`src/rtl/fifo_arb_pkg.sv`:
```
// Shared types and helpers for the FIFO write-port round-robin arbiter.
package fifo_arb_pkg;

    typedef enum logic {
        IDLE  = 1'b0,
        BURST = 1'b1
    } arb_state_t;

    localparam int MAX_REQ = 8;

    // Reference form of the round-robin pick: first set bit at or above ptr, wrapping at n.
    function automatic int rr_pick(input logic [MAX_REQ-1:0] valid, input int ptr, input int n);
        int idx;
        rr_pick = ptr;
        for (int i = MAX_REQ - 1; i >= 0; i--) begin
            if (i < n) begin
                idx = ptr + i;
                if (idx >= n) idx = idx - n;
                if (valid[idx[2:0]]) rr_pick = idx;
            end
        end
    endfunction

endpackage

```
`src/rtl/fifo_wr_arbiter_rr_priority_pick.sv`:
```
// Rotate the request vector so rr_ptr sits at bit 0, priority-encode, then rotate the index back.
module rr_priority_pick #(
    parameter int N_REQ = 4,
    parameter int IDW   = 2
) (
    input  logic [N_REQ-1:0] valid,
    input  logic [IDW-1:0]   ptr,
    output logic [IDW-1:0]   pick
);

    logic [2*N_REQ-1:0] dbl;
    logic [N_REQ-1:0]   rot;
    int                 off;
    int                 sum;

    always_comb begin
        dbl = {valid, valid} >> ptr;
        rot = dbl[N_REQ-1:0];
        off = 0;
        for (int i = N_REQ - 1; i >= 0; i--) begin
            if (rot[i]) off = i;
        end
        // Explicit wrap keeps non-power-of-2 N_REQ correct.
        sum = int'(ptr) + off;
        if (sum >= N_REQ) sum = sum - N_REQ;
        pick = IDW'(sum);
    end

endmodule

```
`src/rtl/fifo_wr_arbiter.sv`:
```
// Round-robin arbiter sharing one FIFO write port among N_REQ valid/ready producers.
module fifo_wr_arbiter
    import fifo_arb_pkg::*;
#(
    parameter int N_REQ      = 4,
    parameter int DATA_WIDTH = 8,
    parameter int MAX_BURST  = 4
) (
    input  logic                        clk,
    input  logic                        rst,
    input  logic [N_REQ-1:0]            req_valid,
    input  logic [N_REQ*DATA_WIDTH-1:0] req_data,
    input  logic [N_REQ-1:0]            req_last,
    output logic [N_REQ-1:0]            req_ready,
    output logic                        fifo_wr_en,
    output logic [DATA_WIDTH-1:0]       fifo_din,
    input  logic                        fifo_full,
    output logic [$clog2(N_REQ)-1:0]    grant_id,
    output logic                        busy
);

    localparam int IDW = $clog2(N_REQ);
    localparam int BW  = $clog2(MAX_BURST + 1);

    arb_state_t      state, state_nxt;
    logic [IDW-1:0]  rr_ptr, rr_ptr_nxt;
    logic [IDW-1:0]  grant_nxt;
    logic [BW-1:0]   beat_cnt, beat_nxt;
    logic [IDW-1:0]  pick_id;

    rr_priority_pick #(
        .N_REQ (N_REQ),
        .IDW   (IDW)
    ) u_pick (
        .valid (req_valid),
        .ptr   (rr_ptr),
        .pick  (pick_id)
    );

    always_ff @(posedge clk or posedge rst) begin
        if (rst) begin
            state    <= IDLE;
            rr_ptr   <= '0;
            grant_id <= '0;
            beat_cnt <= '0;
        end else begin
            state    <= state_nxt;
            rr_ptr   <= rr_ptr_nxt;
            grant_id <= grant_nxt;
            beat_cnt <= beat_nxt;
        end
    end

    always_comb begin
        state_nxt  = state;
        rr_ptr_nxt = rr_ptr;
        grant_nxt  = grant_id;
        beat_nxt   = beat_cnt;
        req_ready  = '0;
        fifo_wr_en = 1'b0;
        case (state)
            IDLE: begin
                if (|req_valid) begin
                    grant_nxt = pick_id;
                    beat_nxt  = '0;
                    state_nxt = BURST;
                end
            end
            BURST: begin
                req_ready[grant_id] = !fifo_full;
                fifo_wr_en          = req_valid[grant_id] && !fifo_full;
                // req_last only steers the next state, never an output.
                if (fifo_wr_en) begin
                    beat_nxt = beat_cnt + BW'(1);
                    if (req_last[grant_id] || (beat_cnt == BW'(MAX_BURST - 1))) begin
                        state_nxt  = IDLE;
                        rr_ptr_nxt = (grant_id == IDW'(N_REQ - 1)) ? '0 : grant_id + IDW'(1);
                    end
                end
            end
            default: state_nxt = IDLE;
        endcase
    end

    assign fifo_din = req_data[int'(grant_id)*DATA_WIDTH +: DATA_WIDTH];
    assign busy     = (state == BURST);

endmodule
```
`config.mk`:
```
export PLATFORM = sky130hd
export DESIGN_NAME = fifo_wr_arbiter
export DESIGN_NICKNAME = d
export VERILOG_FILES = /design/src/rtl/fifo_arb_pkg.sv /design/src/rtl/fifo_wr_arbiter_rr_priority_pick.sv /design/src/rtl/fifo_wr_arbiter.sv
export SDC_FILE = /design/constraint.sdc
export NUM_CORES = 1
export LEC_CHECK = 0
export CORE_ASPECT_RATIO = 0.75
export CORE_MARGIN = 5
export CORE_UTILIZATION = 39
export DETAILED_ROUTE_END_ITERATION = 12
export PLACE_DENSITY = 0.85
export SETUP_SLACK_MARGIN = 0.3
export SKIP_LAST_GASP = 1
export SLEW_MARGIN = 20
export SYNTH_ARGS = -nofsm -noshare
export SYNTH_HDL_FRONTEND = slang
export SYNTH_HIERARCHICAL = 1
export SYNTH_SLANG_ARGS = --single-unit
```
`constraint.sdc`:
```
create_clock -name clk -period 4.6 [get_ports clk]
set_input_delay 0.92 -clock clk [delete_from_list [all_inputs] [get_ports clk]]
set_output_delay 0.92 -clock clk [all_outputs]
set_load 0.02 [all_outputs]
```
==> impl_results.md <==
* Initial antenna violation count at 0
* Final hold violations at 0
* Drt pass-1 iters at 4
* Ys flop type: dfrtp_1
* Most frequent CP cell: clkdlybuf4s50_1
* Netlist cell types at 32
* Gr usage total at between 10% and 20%
* Max-Cap Viols at 0
* Post-Syn Area at 917 um2
* Fillers at approximately 170
* Top-area cell type share of the netlist area at 21.8%
* Num ports at a little under 60
* Wirelength per Cell at roughly 18 um
* Clock slew at reported path FFs at about 0.05 ns
* Final Core Density at between 60% and 70%
* Status: completed
* Setup TNS at 0 ns
* Clk_lat worst skew at roughly 0.25 ns
* Min-delay worst type: reg -> reg
* Max transition margin at between 40% and 50%
* Post_cts resized at 0
* Storage element area at 200 um2
* Htree depth at 1
* Crit start category: input pin
* Nets at 195
* Top delay family on crit path: buffers and inverters
* Routability cong. at around 0.84
* Slowest stage delay, CP at 0.68 ns
* P_leak at just under 0.6 nW
* Post-Route Skew at 0.00628 ns
* Vias in the first global route at between 900 and 1000
* Setup bufs post-CTS at 0
* TritonCTS buffer count at 3
* Initial DRC Count at 33
* CP max FO at 9
* Avg Inst Size Synth at 10.5 um2
* Crit. End Element: output port
* Port Buffers at 58
* Area of placed instances at between 1500 and 2000 um2
* First-pass GRT wire length at approximately 4.8 mm
* Drt drc at 0
* Die Area at 3430 um2
* Post-DRT Antenna Nets at 0
* DP HPWL at between 2 and 3 mm
* PD cells at between 400 and 500 nW/um2
* Finished Cell Area at around 1500 um2
* Core Region at between 2000 and 2500 um2
* Grt total ovfl at 0
* CTS Root Cell: clkbuf_4
* CTS tree: done
* Cell total after placement at 174
* Synthesis-to-layout area growth at 67.0%
* # hold bufs at CTS at 0
* CP Buf/Inv Count at 2
* Critical path class: in -> out
* FF+latch count, synth at 8
* Die Ht at just over 50 um
* Final setup vio count at 0
* Vias at between 900 and 1000
* Synth Instances at just under 90
* Multi-input logic area at approximately 660 um2
* Peak supply drop at between 200 and 300 uV
* Most frequent cells after synthesis: dfrtp_1, mux4_2, ha_1
* Ranking of synthesized cells by area: dfrtp_1, mux4_2, ha_1, mux2i_1, o311ai_4
* Final wirelength at between 3 and 4 mm
* Seq/Total Area, Yosys at a little over a fifth
* CTS Buffer Depth at 2
* Required time of the critical path at between 3 and 4 ns
* Via density at 5.19
* Row count at 15
* Die X at ~66 um
* CP arrival at about 2.8 ns
* Synth area leader: dfrtp_1
* Largest net degree at the start of global routing at 18
* RSZ-0062 raised after global routing: false
* Initial Util at 40.4%
* EDFF count, synth at 0
* Fmax at about 270 MHz
* Slowest-stage cell, CP: clkdlybuf4s50_1
* Worst Max-Slew Pin Slew at 0.827 ns
* Synth warnings at 6
* Num Clock Sinks at 8
* Slew Viols, Final at 0
* # diodes at 0
* Tcrit/Tclk final at approximately 80%
* Final min period at between 3 and 4 ns
* Ys async rst share at 100%
* CP cell instances: clkdlybuf4s50_1 -> mux2i_1 -> o22ai_4 -> clkdlybuf4s50_1
* Non-filler cells, final at approximately 180
* Syn Nets at 137
* Share of post-route cells with drive strength above 1 at about a tenth
[metrics by stage]
step	hold slack [ns]	setup slack [ns]	total power, mW
2_1_floorplan	0.449	2.12	0.511
3_3_place_gp	0.482	0.990	0.685
3_5_place_dp	0.501	0.921	0.708
4_1_cts	0.507	0.916	0.764
5_1_grt	0.519	0.833	0.815
6_report	0.507	0.921	0.755
[kinds of logic after synthesis]
| logic type | share of synthesized area, % |
|---|---|
| compound gates | 14.2 |
| xor+xnor | 1.91 |
| mux | 29.9 |
| simple gates | 16.8 |
| fa+ha+maj | 9.55 |
| flops | 21.8 |
| buf+inv | 5.87 |
[layout make-up]
| type | count | area share, % |
|---|---|---|
| inverter | 6 | 1.47 |
| clock buffer | 3 | 1.47 |
| sequential | 8 | 13.1 |
| tap | 34 | 2.78 |
| multi-input combinational | 68 | 43.3 |
| timing repair buffer | 58 | 37.9 |
[layout by cell type (no fill, tap or decap), types with 2 or more instances in the layout]
master           instances
clkdlybuf4s50_1         58
mux4_2                   8
dfrtp_1                  8
ha_1                     7
inv_1                    6
nor2_1                   6
mux2i_1                  6
nand2_1                  5
o21ai_0                  5
and2_1                   4
nor4_1                   3
nand3b_1                 3
clkbuf_4                 3
mux2_1                   2
nor3b_1                  2
[state kept, by name, indices dropped and copies added, names as in the netlist]
register and cells:
beat_cnt 3, busy 1, grant_id 2, rr_ptr 2
[power breakdown]
| part | total, mW | internal (mW) | switching (mW) |
|---|---|---|---|
| logic | 0.515 | 0.286 | 0.229 |
| clock network | 0.0523 | 0.0298 | 0.0225 |
| registers | 0.188 | 0.102 | 0.0859 |
| total | 0.755 | 0.418 | 0.337 |
[path summary, 6_finish.rpt]
path / startpoint / to / slack [ns] / cells past startpoint
max in group asynchronous: rst / beat_cnt[1] / 3.46 / 2
hold / removal: beat_cnt[0] / beat_cnt[0] / 0.51 / 1
hold reg to reg: beat_cnt[0] / beat_cnt[0] / 0.51 / 1
setup / recovery: req_valid[2] / fifo_wr_en / 0.92 / 4
min in group asynchronous: rst / rr_ptr[1] / 0.90 / 2
setup reg to reg: grant_id[0] / rr_ptr[0] / 2.48 / 4
[per-layer routing]
| metal | wire length [um] | vias to the layer above | global-route usage (%) |
|---|---|---|---|
| li1 | - | 439 | - |
| met1 | 1310 | 432 | 23.0 |
| met2 | 1460 | 48 | 32.3 |
| met3 | 326 | 0 | 5.18 |
| met4 | 0 | 0 | 3.04 |
| met5 | 0 | - | 0 |
[worst register-to-register path, delay by kind of cell, from the launching register on]
kind | cells | cell delay [ns]
AOI/OAI and AO/OA | 2 | 0.50
DFF | 1 | 0.88
muxes | 2 | 0.61
No activity file was read; power rests on OpenSTA's default activity.
